--- src/rtl/game_pkg.sv ---
`default_nettype none
// ============================================================================
// game_pkg : screen-state encoding and BCD score helpers shared with frame mux
// Revision : 1.0
// ============================================================================
package game_pkg;

   typedef enum logic [1:0] {
      ST_START = 2'b00,
      ST_GAME  = 2'b01,
      ST_OVER  = 2'b10
   } game_state_t;

   localparam logic [7:0] SCORE_MAX = 8'h99;

   // Two-digit BCD increment that sticks at SCORE_MAX.
   function automatic logic [7:0] bcd_inc(input logic [7:0] value);
      logic [7:0] result;
      if (value >= SCORE_MAX)
         result = SCORE_MAX;
      else if (value[3:0] == 4'd9)
         result = {value[7:4] + 4'd1, 4'd0};
      else
         result = {value[7:4], value[3:0] + 4'd1};
      return result;
   endfunction

endpackage
`default_nettype wire

--- src/rtl/btn_debounce.sv ---
`default_nettype none
// ============================================================================
// btn_debounce : 2-FF synchroniser, stability counter, rising-edge press pulse
// Revision     : 1.0
// ============================================================================
module btn_debounce #(
   parameter int DEBOUNCE_CYCLES = 65000
) (
   input  logic clk,
   input  logic rst_n,
   input  logic btn,
   output logic press_evt
);

   localparam int CW = $clog2(DEBOUNCE_CYCLES + 1);

   logic          sync0;
   logic          sync1;
   logic          level;
   logic          level_q;
   logic [CW-1:0] cnt;

   always_ff @(posedge clk or negedge rst_n) begin
      if (!rst_n) begin
         sync0     <= 1'b0;
         sync1     <= 1'b0;
         level     <= 1'b0;
         level_q   <= 1'b0;
         cnt       <= '0;
         press_evt <= 1'b0;
      end else begin
         sync0     <= btn;
         sync1     <= sync0;
         level_q   <= level;
         press_evt <= level & ~level_q;
         // Any disagreement that does not last the full window restarts the count.
         if (sync1 == level) begin
            cnt <= '0;
         end else if (cnt == CW'(DEBOUNCE_CYCLES - 1)) begin
            level <= sync1;
            cnt   <= '0;
         end else begin
            cnt <= cnt + CW'(1);
         end
      end
   end

endmodule
`default_nettype wire

--- src/rtl/game_state_ctrl.sv ---
`default_nettype none
// ============================================================================
// game_state_ctrl : frame-aligned game sequencer with debounced flap and BCD score
// Revision        : 1.0
// ============================================================================
module game_state_ctrl
   import game_pkg::*;
#(
   parameter int DEBOUNCE_CYCLES = 65000,
   parameter int HOLDOFF_FRAMES  = 60
) (
   input  logic       clk,
   input  logic       rst_n,
   input  logic       frame_tick,
   input  logic       btn,
   input  logic       collision,
   input  logic       pipe_passed,
   output logic [1:0] state,
   output logic       game_rst,
   output logic       flap,
   output logic [7:0] score,
   output logic [7:0] best
);

   localparam int HW = $clog2(HOLDOFF_FRAMES + 2);

   game_state_t   state_q;
   game_state_t   state_d;
   game_state_t   target;
   logic          req_q;
   logic          req_d;
   logic          req_now;
   logic          raise;
   logic          illegal;
   logic          commit;
   logic          enter_game;
   logic          enter_over;
   logic          flap_d;
   logic [7:0]    score_d;
   logic [HW-1:0] holdoff;
   logic          press_evt;

   btn_debounce #(
      .DEBOUNCE_CYCLES (DEBOUNCE_CYCLES)
   ) u_btn_debounce (
      .clk       (clk),
      .rst_n     (rst_n),
      .btn       (btn),
      .press_evt (press_evt)
   );

   always_comb begin
      raise   = 1'b0;
      target  = ST_START;
      illegal = 1'b0;
      case (state_q)
         ST_START: begin
            raise  = press_evt;
            target = ST_GAME;
         end
         ST_GAME: begin
            raise  = collision;
            target = ST_OVER;
         end
         ST_OVER: begin
            raise  = press_evt && (holdoff == '0);
            target = ST_START;
         end
         default: illegal = 1'b1;
      endcase

      // The single pending bit always targets the successor of the current state.
      req_now    = req_q | raise;
      commit     = frame_tick & req_now & ~illegal;
      enter_game = commit && (state_q == ST_START);
      enter_over = commit && (state_q == ST_GAME);

      state_d = state_q;
      req_d   = req_now;
      if (illegal) begin
         state_d = ST_START;
         req_d   = 1'b0;
      end else if (commit) begin
         state_d = target;
         req_d   = 1'b0;
      end

      score_d = score;
      if (enter_game)
         score_d = 8'h00;
      else if ((state_q == ST_GAME) && pipe_passed && !req_q)
         score_d = bcd_inc(score);

      flap_d = press_evt && (state_q == ST_GAME) && !req_now;
   end

   always_ff @(posedge clk or negedge rst_n) begin
      if (!rst_n) begin
         state_q  <= ST_START;
         req_q    <= 1'b0;
         holdoff  <= '0;
         score    <= 8'h00;
         best     <= 8'h00;
         game_rst <= 1'b0;
         flap     <= 1'b0;
      end else begin
         state_q  <= state_d;
         req_q    <= req_d;
         score    <= score_d;
         game_rst <= enter_game;
         flap     <= flap_d;
         if (enter_over) begin
            best    <= (score_d > best) ? score_d : best;
            holdoff <= HW'(HOLDOFF_FRAMES);
         end else if (frame_tick && (holdoff != '0)) begin
            holdoff <= holdoff - HW'(1);
         end
      end
   end

   assign state = state_q;

endmodule
`default_nettype wire

--- config.mk ---
export PLATFORM = sky130hd
export DESIGN_NAME = game_state_ctrl
export DESIGN_NICKNAME = d
export VERILOG_FILES = /design/src/rtl/game_pkg.sv /design/src/rtl/btn_debounce.sv /design/src/rtl/game_state_ctrl.sv
export SDC_FILE = /design/constraint.sdc
export NUM_CORES = 1
export LEC_CHECK = 0
export BUFFER_PORTS_ARGS = -buffer_cell sky130_fd_sc_hd__buf_2
export CAP_MARGIN = 10
export CORE_UTILIZATION = 45
export CTS_CLUSTER_DIAMETER = 60
export CTS_CLUSTER_SIZE = 30
export DETAILED_ROUTE_END_ITERATION = 10
export HOLD_SLACK_MARGIN = 0.12
export PLACE_DENSITY = 0.69
export SYNTH_ARGS = -nofsm -noshare
export SYNTH_HDL_FRONTEND = slang
export SYNTH_SLANG_ARGS = --single-unit
--- constraint.sdc ---
create_clock -name clk -period 3.1 [get_ports clk]
set_clock_uncertainty 0.1 [all_clocks]
set_input_delay 0.465 -clock clk [delete_from_list [all_inputs] [get_ports clk]]
set_output_delay 0.465 -clock clk [all_outputs]
set_load 0.005 [all_outputs]
# Word level (Yosys, flattened, before mapping)
# Cells that the tools add are included.
# classes
addsub	4
n_mul	0
div	0
order_cmp	2
eq_ne	6
shift	0
muxes	14
n_bitwise	6
n_reduce_logical	17
# ops
cell	n
two-way mux 16 bit	2
two-way mux 8 bit	4
adder 16 x 1 -> 16 bit (second input constant)	1
== test 16 bit (second input constant)	1
two-way mux 6 bit	2
adder 4 x 1 -> 4 bit (second input constant)	2
greater-or-equal comparator 8 bit (second input constant)	1
greater-than comparator 8 bit	1
logical AND 1 bit	8
zero test 6 bit	1
nonzero test 6 bit	1
subtractor 6 x 1 -> 6 bit (second input constant)	1
== test 4 bit (second input constant)	1
two-way mux 2 bit	2
case mux 2 bit (2 select lines)	1
AND reduction 2 bit	2
bitwise AND 1 bit	3
case mux 1 bit (3 select lines)	1
OR reduction 3 bit	1
== test 2 x 1 -> 1 bit (second input constant)	1
== test 2 bit (second input constant)	1
zero test 1 bit	2
zero test 2 bit	1
two-way mux 1 bit	2
5 further kinds	6
# totals
regBits	48
latch_bits	0
mem_bits_rw	0
mem_bits_ro	0
input_bits	6
output_inout_bits	20
wordCells	62
memories	0

# Longest topological paths before layout
# Gate-level depths: netlist of run 1.
# logic_depth
depth_word	10
depth_mapped	12
ltp_nobuf	12

# By module
# Synthesis of run 1 repeated with hierarchy kept, for this count alone.
# unflattened
hier_cells	240
hier_area_um2	2517.4
# modules_own_cells
mod	instances	cells_each	area_per_inst_um2
game_state_ctrl	1	152	1549.0
btn_debounce	1	88	968.4

# Worst setup path after synthesis of run 1
# No wires, ideal clock.
# synth_path
kind	reg2reg
startpoint	register score[0]
endpoint	register best[0]
arrival_time_ns	2.453
required_time_ns	2.875
setup_slack_ns	0.422
stages_incl_launch_ff	12
n_path_buf	1
cell_sequence	dfrtp_1 > buf_6 > nor3_2 > o21ai_1 > a211o_1 > a21oi_2 > ha_1 > nor2b_1 > o211ai_1 > a21o_1 > a21oi_4 > mux2_4
# synth_via
elab_chain_cells	7
elab_cells_between_ends	9
cone_classes	1 x add/sub; 2 x order compare; 1 x eq/ne; 4 x mux; 1 x reduce/logical
# synth_lines
item	line_no	source
from (decl)	game_state_ctrl.sv:21	output logic [7:0] score,
from (signal assigned)	game_state_ctrl.sv:109	score <= score_d;
adder 4 x 1 -> 4 bit / == test 4 bit (equally long branches)	game_pkg.sv:24, game_pkg.sv:21	
two-way mux 8 bit	game_pkg.sv:21	else if (value[3:0] == 4'd9)
two-way mux 8 bit (*)	game_pkg.sv:19	if (value >= SCORE_MAX)
two-way mux 8 bit (*)	game_state_ctrl.sv:91	else if ((state_q == ST_GAME) && pipe_passed && !req_q)
two-way mux 8 bit (*)	game_state_ctrl.sv:89	if (enter_game)
via score_d[1]	game_state_ctrl.sv:39	logic [7:0] score_d;
greater-than comparator 8 bit (*)	game_state_ctrl.sv:113	best <= (score_d > best) ? score_d : best;
AND reduction 2 bit (no line) (*)	n/a	
to (signal assigned)	game_state_ctrl.sv:113	
to (decl)	game_state_ctrl.sv:22	output logic [7:0] best
# Mark *: on every way through the listed nets, which the timed path passes. The rest lies on a longest branch.
# A chain may end at the register's enable or synchronous reset.

# Worst setup path after layout of run 1
# layout_path
startpoint	register req_q
endpoint	register best[6]
# layout_via
elab_chain_cells	7
elab_cells_between_ends	11
cone_classes	1 x order compare; 2 x mux; 3 x bitwise; 5 x reduce/logical
# layout_lines
item	line_no	source
from (decl)	game_state_ctrl.sv:30	logic req_q;
from (signal assigned)	game_state_ctrl.sv:108	req_q <= req_d;
bitwise OR 1 bit	game_state_ctrl.sv:73	req_now = req_q | raise;
bitwise AND 1 bit (2 in series)	game_state_ctrl.sv:74	commit = frame_tick & req_now & ~illegal;
logical AND 1 bit	game_state_ctrl.sv:75	enter_game = commit && (state_q == ST_START);
two-way mux 8 bit (*)	game_state_ctrl.sv:89	
via score_d[5]	game_state_ctrl.sv:39	
greater-than comparator 8 bit (*)	game_state_ctrl.sv:113	
AND reduction 2 bit (no line) (*)	n/a	
# Marks and branches as above.

==> out/qor.csv, run 1 <==
stage;metric;value;unit
grt;global route overflow;0;
setup_path;critical path data required time;3.19;ns
clocking;Reg clk slew, reported paths;0.08;ns
sta;setup_tns;0;ns
die;core area;0.00554;mm2
yosys;mux share of post-synthesis cell area;5.04;%
yosys;most used flip-flop cell after synthesis;dfrtp_1;
setup_path;WS Path Type;flop to flop;
power_and_ir_drop;leakage power;0.00138;uW
placement;PortBufs;25;
setup_path;R2R cell count;11;
clocking;Root Driver;clkbuf_8;
die;Ports;26;
layout;share of cells above drive strength 1;23.2;%
job;max_cap viols;0;
yosys;Yosys top cell by area;dfrtp_1;
placement;routability cong.;0.787;
layout;commonest non-fill, non-tap cell in the layout;dfrtp_1;
die;cell row count;27;
layout;Layout Cells excl Fill;344;
clocking;H-tree depth;2;
setup_path;reg2reg start;req_q;
layout;nets;291;
route;First-pass DRT Iterations;5;
route;WL final;4550;um
yosys;asr flop ratio synth;100;%
sta;final setup fails;0;
setup_path;CP Max Fanout;8;
sta;worst rel slew slack;30.6;%
yosys;post-synth cell types;53;
yosys;Area contributors post-synth;dfrtp_1 (46%), ha_1 (6.2%), mux2_4 (4.6%);
clocking;Post-CTS Hold Buffers;0;
setup_path;CP cell instances;and4bb_4 > and2_4 > nor2_1 > a211oi_2 > ha_1 > nand3_1 > nand2_1 > a21oi_1 > a21oi_4 > buf_12 > mux2_4;
grt;vias in the first global route;1711;
grt;antenna violations before repair;0;
route;Wirelength per Cell;13.2;um
setup_path;Data arrival, critical path;2.96;ns
yosys;adder-cell area share of the yosys netlist;6.24;%
power_and_ir_drop;VDD IR max;227;uV
die;Die Height;78.1;um
sta;Final Hold Viols;0;
sta;post-route clock period utilization;92.8;%
route;post-route ant nets;0;
placement;dpl cell area;0.00280;mm2
yosys;Gate Count Post-Synth;240;
power_and_ir_drop;Final Power;1210;uW
grt;largest net degree at the start of global routing;49;
yosys;Mapped Nets;259;
sta;max-slew violations;0;
clocking;CTS tree;yes;
yosys;Mean Syn Cell Area;10.9;um2
setup_path;CP peak stage delay;0.46;ns
route;initial drt markers;82;
setup_path;Worst setup EP type;flop;
yosys;Synth Register Bits;48;
setup_path;worst setup path startpoint;req_q;
setup_path;master of the slowest instance on the critical path;dfrtp_1;
min_path;Hold Crit Class;primary input to flop;
yosys;post-synthesis simple-gate area fraction;19.2;%
layout;design area;0.00290;mm2
route;routed via count;1808;
sta;RSZ-0062 raised after global routing;false;
sta;f_max;0.348;GHz
layout;most frequent cells in the layout;dfrtp_1 (48), nor2_1 (31), buf_2 (25);
yosys;main combinational cell family by area after synthesis;simple AND/OR/NAND/NOR gates;
sta;Tmin final;2.88;ns
clocking;worst skew pair latency;0.30;ns
layout;final core area utilization;52.3;%
die;initial core utilization;47.0;%
grt;Total GRT Usage;16.9;%
clocking;CTS Buf Count;5;
layout;Diodes inserted;0;
clocking;clock sink count;48;
yosys;sequential share of the synthesized area;46.1;%
die;die width;78.1;um
yosys;synthesized cell area;0.00260;mm2
yosys;share of the synthesized area in the top cell type;46.1;%
die;die area;0.00610;mm2
min_path;end of the worst hold path;u_btn_debounce.sync0;
setup_path;r2r setup slk;0.22;ns
placement;Inst Count DP;336;
setup_path;reg2reg end;best[6];
status;status;finished clean;
yosys;Post-Synth XOR/XNOR Area;6.39;%
setup_path;CP startpoint kind;flop;
yosys;EDFF count, synth;0;
min_path;hold depth;1;
min_path;Hold Path Origin;btn;
route;# DRC;0;
grt;global-route wire length before repair;7910;um
clocking;CTS Buffer Depth;2;
yosys;Compound-Gate Fraction of Synth Area;12.3;%
power_and_ir_drop;PD cells;417;mW/mm2
placement;dpl hpwl;3310;um
sta;worst slew pin tran;1.04;ns
yosys;Synthesis Warnings;0;
route;via-per-instance ratio;5.26;
layout;P&R area growth vs syn;11.1;%
## critical path, delay by kind of cell (launching register included)
family | cells | cell delay, ns
AND/OR/NAND/NOR | 5 | 0.75
multiplexers | 1 | 0.29
AO/OA/AOI/OAI | 3 | 0.67
adder cells (fa/ha/maj) | 1 | 0.30
flip-flops | 1 | 0.46
buffers and inverters | 1 | 0.16
## where the power goes
| part | internal, uW | total [uW] | switching, uW |
|---|---|---|---|
| combinational | 59.0 | 152 | 93.2 |
| sequential | 670 | 709 | 39.2 |
| clock | 154 | 346 | 193 |
| total | 882 | 1210 | 325 |
## Yosys cell counts (2+ instances only)
master    count
o21ai_0       7
nor2_1       31
nor3_1        2
a211oi_2      2
o21a_1        2
a211o_1       2
inv_1        17
nand4_1       6
nor3_2        2
nand3_1       9
a21o_1        2
nand2_1      14
mux2_4        8
o21ai_2       2
ha_1         13
o21ai_1       2
xnor2_1       9
dfrtp_1      48
nand3b_1      3
a21oi_1       6
a41oi_1       2
nor2b_1       5
xor2_1       10
and3_1        4
buf_6         4
## state kept, by name, summed over array words and instances, names as in the netlist
signal                    cells
u_btn_debounce.cnt           16
best                          8
score                         8
holdoff                       6
state                         2
flap                          1
game_rst                      1
req_q                         1
u_btn_debounce.level          1
u_btn_debounce.level_q        1
u_btn_debounce.press_evt      1
u_btn_debounce.sync0          1
u_btn_debounce.sync1          1
## layer usage
metal	wire length, um	track usage [%]	share of wire (%)	vias to the layer above
met2	2120	27.0	47	35
met5	0	0	0	-
met1	2220	22.2	49	871
li1	-	-	-	895
met3	146	4.19	3.2	7
met4	71	6.11	1.6	0
## logic make-up (layout without fill, tap and decap cells)
| family | after synthesis | count (layout) |
|---|---|---|
| AO/OA/AOI/OAI | 39 | 39 |
| XOR/XNOR | 19 | 19 |
| buffers and inverters | 23 | 55 |
| multiplexers | 9 | 9 |
| AND/OR/NAND/NOR | 89 | 89 |
| flip-flops | 48 | 48 |
| adder cells (fa/ha/maj) | 13 | 13 |
## metrics by stage
step	hold WS [ns]	setup WS, ns
final	0.169	0.224
after global routing	0.147	0.0638
after CTS	0.156	0.179
after detailed placement	0.245	0.141
after global placement	0.235	0.180
after floorplan	0.0694	0.422
## area by class of cell
class                   count  area [um2]
multi-input cells         169        1280
fillers                   502        2650
clock buffers               6        72.6
well taps                  72        90.1
flip-flops and latches     48        1200
repair buffers             31         183
clock inverters             1        5.00
inverters                  17        63.8
## repair_timing
item / CTS / global route
endpoints found under the setup margin: 0 / 8
setup buffers: 0 / 1
gates resized for setup: 0 / 1
## worst max-delay path by stage
stage,endpoint,slack [ns],cells past startpoint
2_1_floorplan,best[0],0.42,11
3_3_place_gp,best[4],0.18,10
3_5_place_dp,best[6],0.14,10
4_1_cts,best[6],0.18,9
5_1_grt,best[6],0.06,13
6_report,best[6],0.22,11
Power figures use the tool's default switching activity.
==> run 2, diff against run 1 <==
Settings changed: GPL_TIMING_DRIVEN set to 0.
Clock period 3.1 ns to 3.6 ns, I/O delays scaled along.
==> out/qor.csv, run 2 (synthesis gave the netlist of run 1 again) <==
stage;metric;value;unit;change
sta;worst rel slew slack;31.2;%;+0.55 points
layout;most frequent cells in the layout;dfrtp_1 (48), nor2_1 (31), buf_2 (25);;
layout;Regs by FF count;u_btn_debounce.cnt (16), best (8), score (8);;
route;Wirelength per Cell;12.9;um;-2.3%
setup_path;delay-heaviest family, CP;compound AO/OA/AOI/OAI gates;;
clocking;Reg clk slew, reported paths;0.08;ns;about the same
power_and_ir_drop;PD cells;404;mW/mm2;-3.2%
setup_path;CP startpoint kind;flop;;
grt;global route overflow;0;;unchanged
route;WL final;4450;um;-2.3%
clocking;post-CTS setup buffers;0;;unchanged
sta;RSZ-0062 raised after global routing;false;;
clocking;worst skew pair latency;0.30;ns;about the same
route;initial drt markers;60;;-27%
clocking;H-tree depth;2;;unchanged
layout;commonest non-fill, non-tap cell in the layout;dfrtp_1;;
grt;largest net degree at the start of global routing;49;;unchanged
die;initial core utilization;47.0;%;unchanged
clocking;Post-CTS Hold Buffers;0;;unchanged
route;routed via count;1790;;-1.0%
min_path;Hold Crit Class;primary input to flop;;
sta;max-slew violations;0;;unchanged
layout;design area;0.00295;mm2;+1.9%
grt;antenna violations before repair;0;;unchanged
setup_path;CP peak stage delay;0.43;ns;-0.03 ns
die;die width;78.1;um;unchanged
sta;f_max;0.339;GHz;-2.5%
layout;nets;291;;unchanged
setup_path;Worst setup EP type;flop;;
setup_path;CP cell instances;inv_1 > ha_1 > nand3_1 > o21ai_1 > a21o_1 > nor2_1 > ha_1 > nand4_1 > a21o_1 > a21oi_4 > mux2_4;;
layout;Largest register FFs;16;;unchanged
route;# DRC;0;;unchanged
die;die area;0.00610;mm2;unchanged
route;via-per-instance ratio;5.20;;-1.0%
job;max_cap viols;0;;unchanged
status;status;finished clean;;
setup_path;WS Path Type;flop to flop;;
sta;setup_tns;0;ns;unchanged
power_and_ir_drop;leakage power;0.00140;uW;+1.6%
clocking;CTS tree;yes;;
layout;P&R area growth vs syn;13.2;%;
grt;vias in the first global route;1773;;+3.6%
die;Die Height;78.1;um;unchanged
sta;final setup fails;0;;unchanged
setup_path;Data arrival, critical path;3.03;ns;+0.07 ns
sta;hold_ws;0.246;ns;+0.0768 ns
layout;Diodes inserted;0;;unchanged
clocking;Root Driver;clkbuf_8;;
route;First-pass DRT Iterations;4;;-1
placement;PortBufs;25;;unchanged
setup_path;CP Max Fanout;8;;unchanged
grt;Total GRT Usage;16.6;%;-0.28 points
clocking;post_cts resized;0;;unchanged
route;post-route ant nets;0;;unchanged
power_and_ir_drop;Final Power;1190;uW;-1.4%
sta;worst slew pin tran;1.03;ns;-0.00819 ns
placement;Inst Count DP;337;;+0.30%
grt;global-route wire length before repair;7950;um;+0.43%
setup_path;Buf/Inv on CP;1;;unchanged
clocking;CTS Buffer Depth;2;;unchanged
placement;dpl cell area;0.00282;mm2;+0.80%
sta;Tmin final;2.95;ns;+0.0736 ns
die;Ports;26;;unchanged
placement;routability cong.;0.795;;+1.1%
clocking;CTS Buf Count;5;;unchanged
sta;post-route clock period utilization;81.9;%;-11 points
die;cell row count;27;;unchanged
layout;share of cells above drive strength 1;23.5;%;+0.37 points
power_and_ir_drop;VDD IR max;195;uV;-14%
sta;Final Hold Viols;0;;unchanged
placement;dpl hpwl;3170;um;-4.1%
die;core area;0.00554;mm2;unchanged
clocking;clock sink count;48;;unchanged
layout;Largest Register;u_btn_debounce.cnt;;
setup_path;master of the slowest instance on the critical path;dfrtp_1;;
layout;Layout Cells excl Fill;344;;unchanged
setup_path;critical path data required time;3.68;ns;+0.49 ns
[run 2: changes by cell type in the layout (fill, tap and decap cells not counted)]
cell,before,now
buf_12,1,0
buf_4,5,1
buf_6,0,4
bufinv_16,0,2
clkbuf_1,1,0
clkbuf_4,0,1
clkinv_2,1,0
o21ai_0,6,7
o21ai_1,3,2
[run 2: layer usage]
metal	GRT usage, %	share of wire (%)	vias to the layer above
met4	6.30	1.8	0
met1	21.8	49	866
met5	0	0	-
met2	26.7	46	24
li1	-	-	891
met3	3.84	3.3	9
[run 2: final cells by class]
type                       count  area [um2]
timing repair buffer          25         125
fill                         517        2590
buffer                         6        60.1
clock inverter                 2        60.1
clock buffer                   5        68.8
inverter                      17        63.8
tap                           72        90.1
multi-input combinational    169        1280
sequential                    48        1200
[run 2: final timing paths]
path / from / to / slack (ns) / cells after the start
worst max register to register: score[5] / best[1] / 0.65 / 11
min in group asynchronous: rst_n / holdoff[2] / 0.32 / 1
max in group asynchronous: rst_n / score[0] / 2.44 / 1
worst min-delay path: btn / u_btn_debounce.sync0 / 0.25 / 1
worst min register to register: u_btn_debounce.sync0 / u_btn_debounce.sync1 / 0.27 / 0
worst max-delay path: score[5] / best[1] / 0.65 / 11
[run 2: power by group]
| part | total (uW) | switching [uW] | internal (uW) |
|---|---|---|---|
| registers | 611 | 34.6 | 577 |
| clock network | 446 | 172 | 273 |
| logic | 134 | 81.1 | 52.7 |
[run 2: per-stage QoR]
step	utilization [%]	setup slack, ns
floorplan	-	0.922
global placement	50.9	0.603
detailed placement	50.9	0.572
CTS	53.2	0.608
global route	53.2	0.379
finish	53.2	0.651
==> run 3, diff against run 2 <==
Settings changed: PLACE_DENSITY 0.69 to 0.72.
Clock period 3.6 ns to 2.5 ns, I/O delays scaled along.
==> out/qor.csv, run 3 (synthesis gave the netlist of run 1 again) <==
stage;metric;value;unit;change
status;status;finished, violations left;;
status;failing checks;setup timing;;
layout;P&R area growth vs syn;23.2;%;
power_and_ir_drop;PD cells;506;mW/mm2;+25%
clocking;CTS Buffer Depth;2;;unchanged
route;# DRC;0;;unchanged
placement;dpl cell area;0.00284;mm2;+0.62%
setup_path;CP peak stage delay;0.40;ns;-0.03 ns
sta;RSZ-0062 raised after global routing;true;;
placement;DP Worst Slack;-0.439;ns;-1.01 ns
route;detailed route wirelength on metal2;2380;um;+17%
placement;dpl hpwl;3250;um;+2.6%
route;post-route ant nets;0;;unchanged
grt;global-route wire length before repair;7980;um;+0.44%
sta;max-slew violations;0;;unchanged
placement;PortBufs;25;;unchanged
route;via-per-instance ratio;5.19;;-0.28%
route;initial drt markers;56;;-6.7%
sta;worst slew pin tran;1.06;ns;+0.0236 ns
job;max_cap viols;0;;unchanged
layout;nets;311;;+6.9%
power_and_ir_drop;Final Power;1620;uW;+36%
route;routed via count;1894;;+5.8%
die;cell row count;27;;unchanged
route;met3 wire len;132;um;-9.0%
min_path;Hold Crit Class;primary input to async pin;;
sta;post-route clock period utilization;113;%;+31 points
clocking;CTS Buf Count;5;;unchanged
layout;Largest register FFs;16;;unchanged
clocking;clock sink count;48;;unchanged
die;initial core utilization;47.0;%;unchanged
route;M1 WL;2280;um;+4.5%
die;die width;78.1;um;unchanged
layout;Regs by FF count;u_btn_debounce.cnt (16), best (8), score (8);;
die;Ports;26;;unchanged
setup_path;Worst setup EP type;flop;;
layout;design area;0.00321;mm2;+8.8%
layout;Largest Register;u_btn_debounce.cnt;;
sta;Tmin final;2.83;ns;-0.122 ns
power_and_ir_drop;VDD IR max;303;uV;+55%
setup_path;CP cell instances;buf_6 > nor3_4 > buf_4 > o211a_4 > a31oi_1 > o21a_1 > ha_1 > nand4_1 > a21o_1 > a21oi_4 > buf_12 > mux2_4;;
route;max layer used;met4;;
sta;Final Hold Viols;0;;unchanged
power_and_ir_drop;leakage power;0.00150;uW;+6.9%
setup_path;Buf/Inv on CP;3;;+2
layout;commonest non-fill, non-tap cell in the layout;dfrtp_1;;
clocking;Root Driver;clkbuf_8;;
setup_path;master of the slowest instance on the critical path;dfrtp_1;;
layout;Diodes inserted;0;;unchanged
setup_path;Data arrival, critical path;2.91;ns;-0.12 ns
setup_path;CP startpoint kind;flop;;
grt;largest net degree at the start of global routing;49;;unchanged
route;First-pass DRT Iterations;4;;unchanged
clocking;Reg clk slew, reported paths;0.09;ns;about the same
setup_path;delay-heaviest family, CP;compound AO/OA/AOI/OAI gates;;
layout;share of cells above drive strength 1;32.8;%;+9.2 points
sta;setup ws final;-0.328;ns;-0.978 ns
placement;routability cong.;0.769;;-3.3%
route;WL final;4850;um;+9.2%
setup_path;CP Max Fanout;6;;-2
die;die area;0.00610;mm2;unchanged
grt;Total GRT Usage;16.8;%;+0.25 points
clocking;worst skew pair latency;0.30;ns;about the same
grt;antenna violations before repair;0;;unchanged
sta;worst rel slew slack;29.6;%;-1.6 points
sta;final setup fails;8;;+8
route;Wirelength per Cell;13.3;um;+2.9%
clocking;CTS tree;yes;;
setup_path;critical path data required time;2.59;ns;-1.09 ns
die;Die Height;78.1;um;unchanged
die;core area;0.00554;mm2;unchanged
sta;f_max;0.354;GHz;+4.3%
clocking;H-tree depth;2;;unchanged
layout;most frequent cells in the layout;dfrtp_1 (46), nor2_1 (30), buf_2 (25);;
grt;global route overflow;0;;unchanged
grt;vias in the first global route;1780;;+0.39%
layout;final core area utilization;57.9;%;+4.7 points
setup_path;WS Path Type;flop to flop;;
-- run 3: layout make-up --
class,instances,area (um2)
Fill cell,455,2330
Clock inverter,3,42.5
Inverter,17,63.8
Buffer,6,60.1
Timing Repair Buffer,45,315
Tap cell,72,90.1
Sequential cell,48,1200
Clock buffer,5,68.8
Multi-Input combinational cell,169,1360
-- run 3: through the flow --
stage / TNS (ns) / hold slack (ns) / std cells
floorplan: -1.37 / -0.0206 / 240
global placement: -2.97 / 0.232 / 337
detailed placement: -3.48 / 0.235 / 337
CTS: -2.37 / 0.201 / 356
global route: -3.43 / 0.247 / 365
finish: -2.55 / 0.162 / 365
-- run 3: worst paths after layout --
path / start / end / slack, ns / depth (start not counted)
max in group asynchronous: rst_n / score[2] / 1.43 / 1
worst min register to register: u_btn_debounce.sync0 / u_btn_debounce.sync1 / 0.25 / 0
worst min-delay path: rst_n / u_btn_debounce.sync0 / 0.16 / 1
worst max-delay path: score[0] / best[7] / -0.33 / 12
min in group clk: u_btn_debounce.sync0 / u_btn_debounce.sync1 / 0.25 / 0
worst max register to register: score[0] / best[7] / -0.33 / 12
-- run 3: report_power, final --
part,switching [uW],internal [uW]
logic,114,76.1
clock network,258,296
registers,49.0,830
total,421,1200
-- run 3: routing by layer --
layer / vias to the layer above / global-route usage (%)
li1: 939 / -
met1: 917 / 21.2
met2: 31 / 28.8
met3: 7 / 3.49
met4: 0 / 5.56
met5: - / 0
-- run 3: timing repair --
action / in CTS / in global routing
buffers inserted: 10 / 9
resized for setup: 4 / 11
pin swaps: 8 / 9
hold buffers: 1 / 0
setup endpoints to repair: 8 / 8
hold endpoints to repair: 1 / 0
gates cloned: 0 / 0
-- run 3: worst register-to-register path, cell delays in order, from the launching register on --
cell and delay [ns]:
dfrtp_1 0.40, buf_6 0.14, nor3_4 0.23, buf_4 0.15, o211a_4 0.20, a31oi_1 0.09, o21a_1 0.14, ha_1 0.29
nand4_1 0.13, a21o_1 0.21, a21oi_4 0.18, buf_12 0.15, mux2_4 0.30
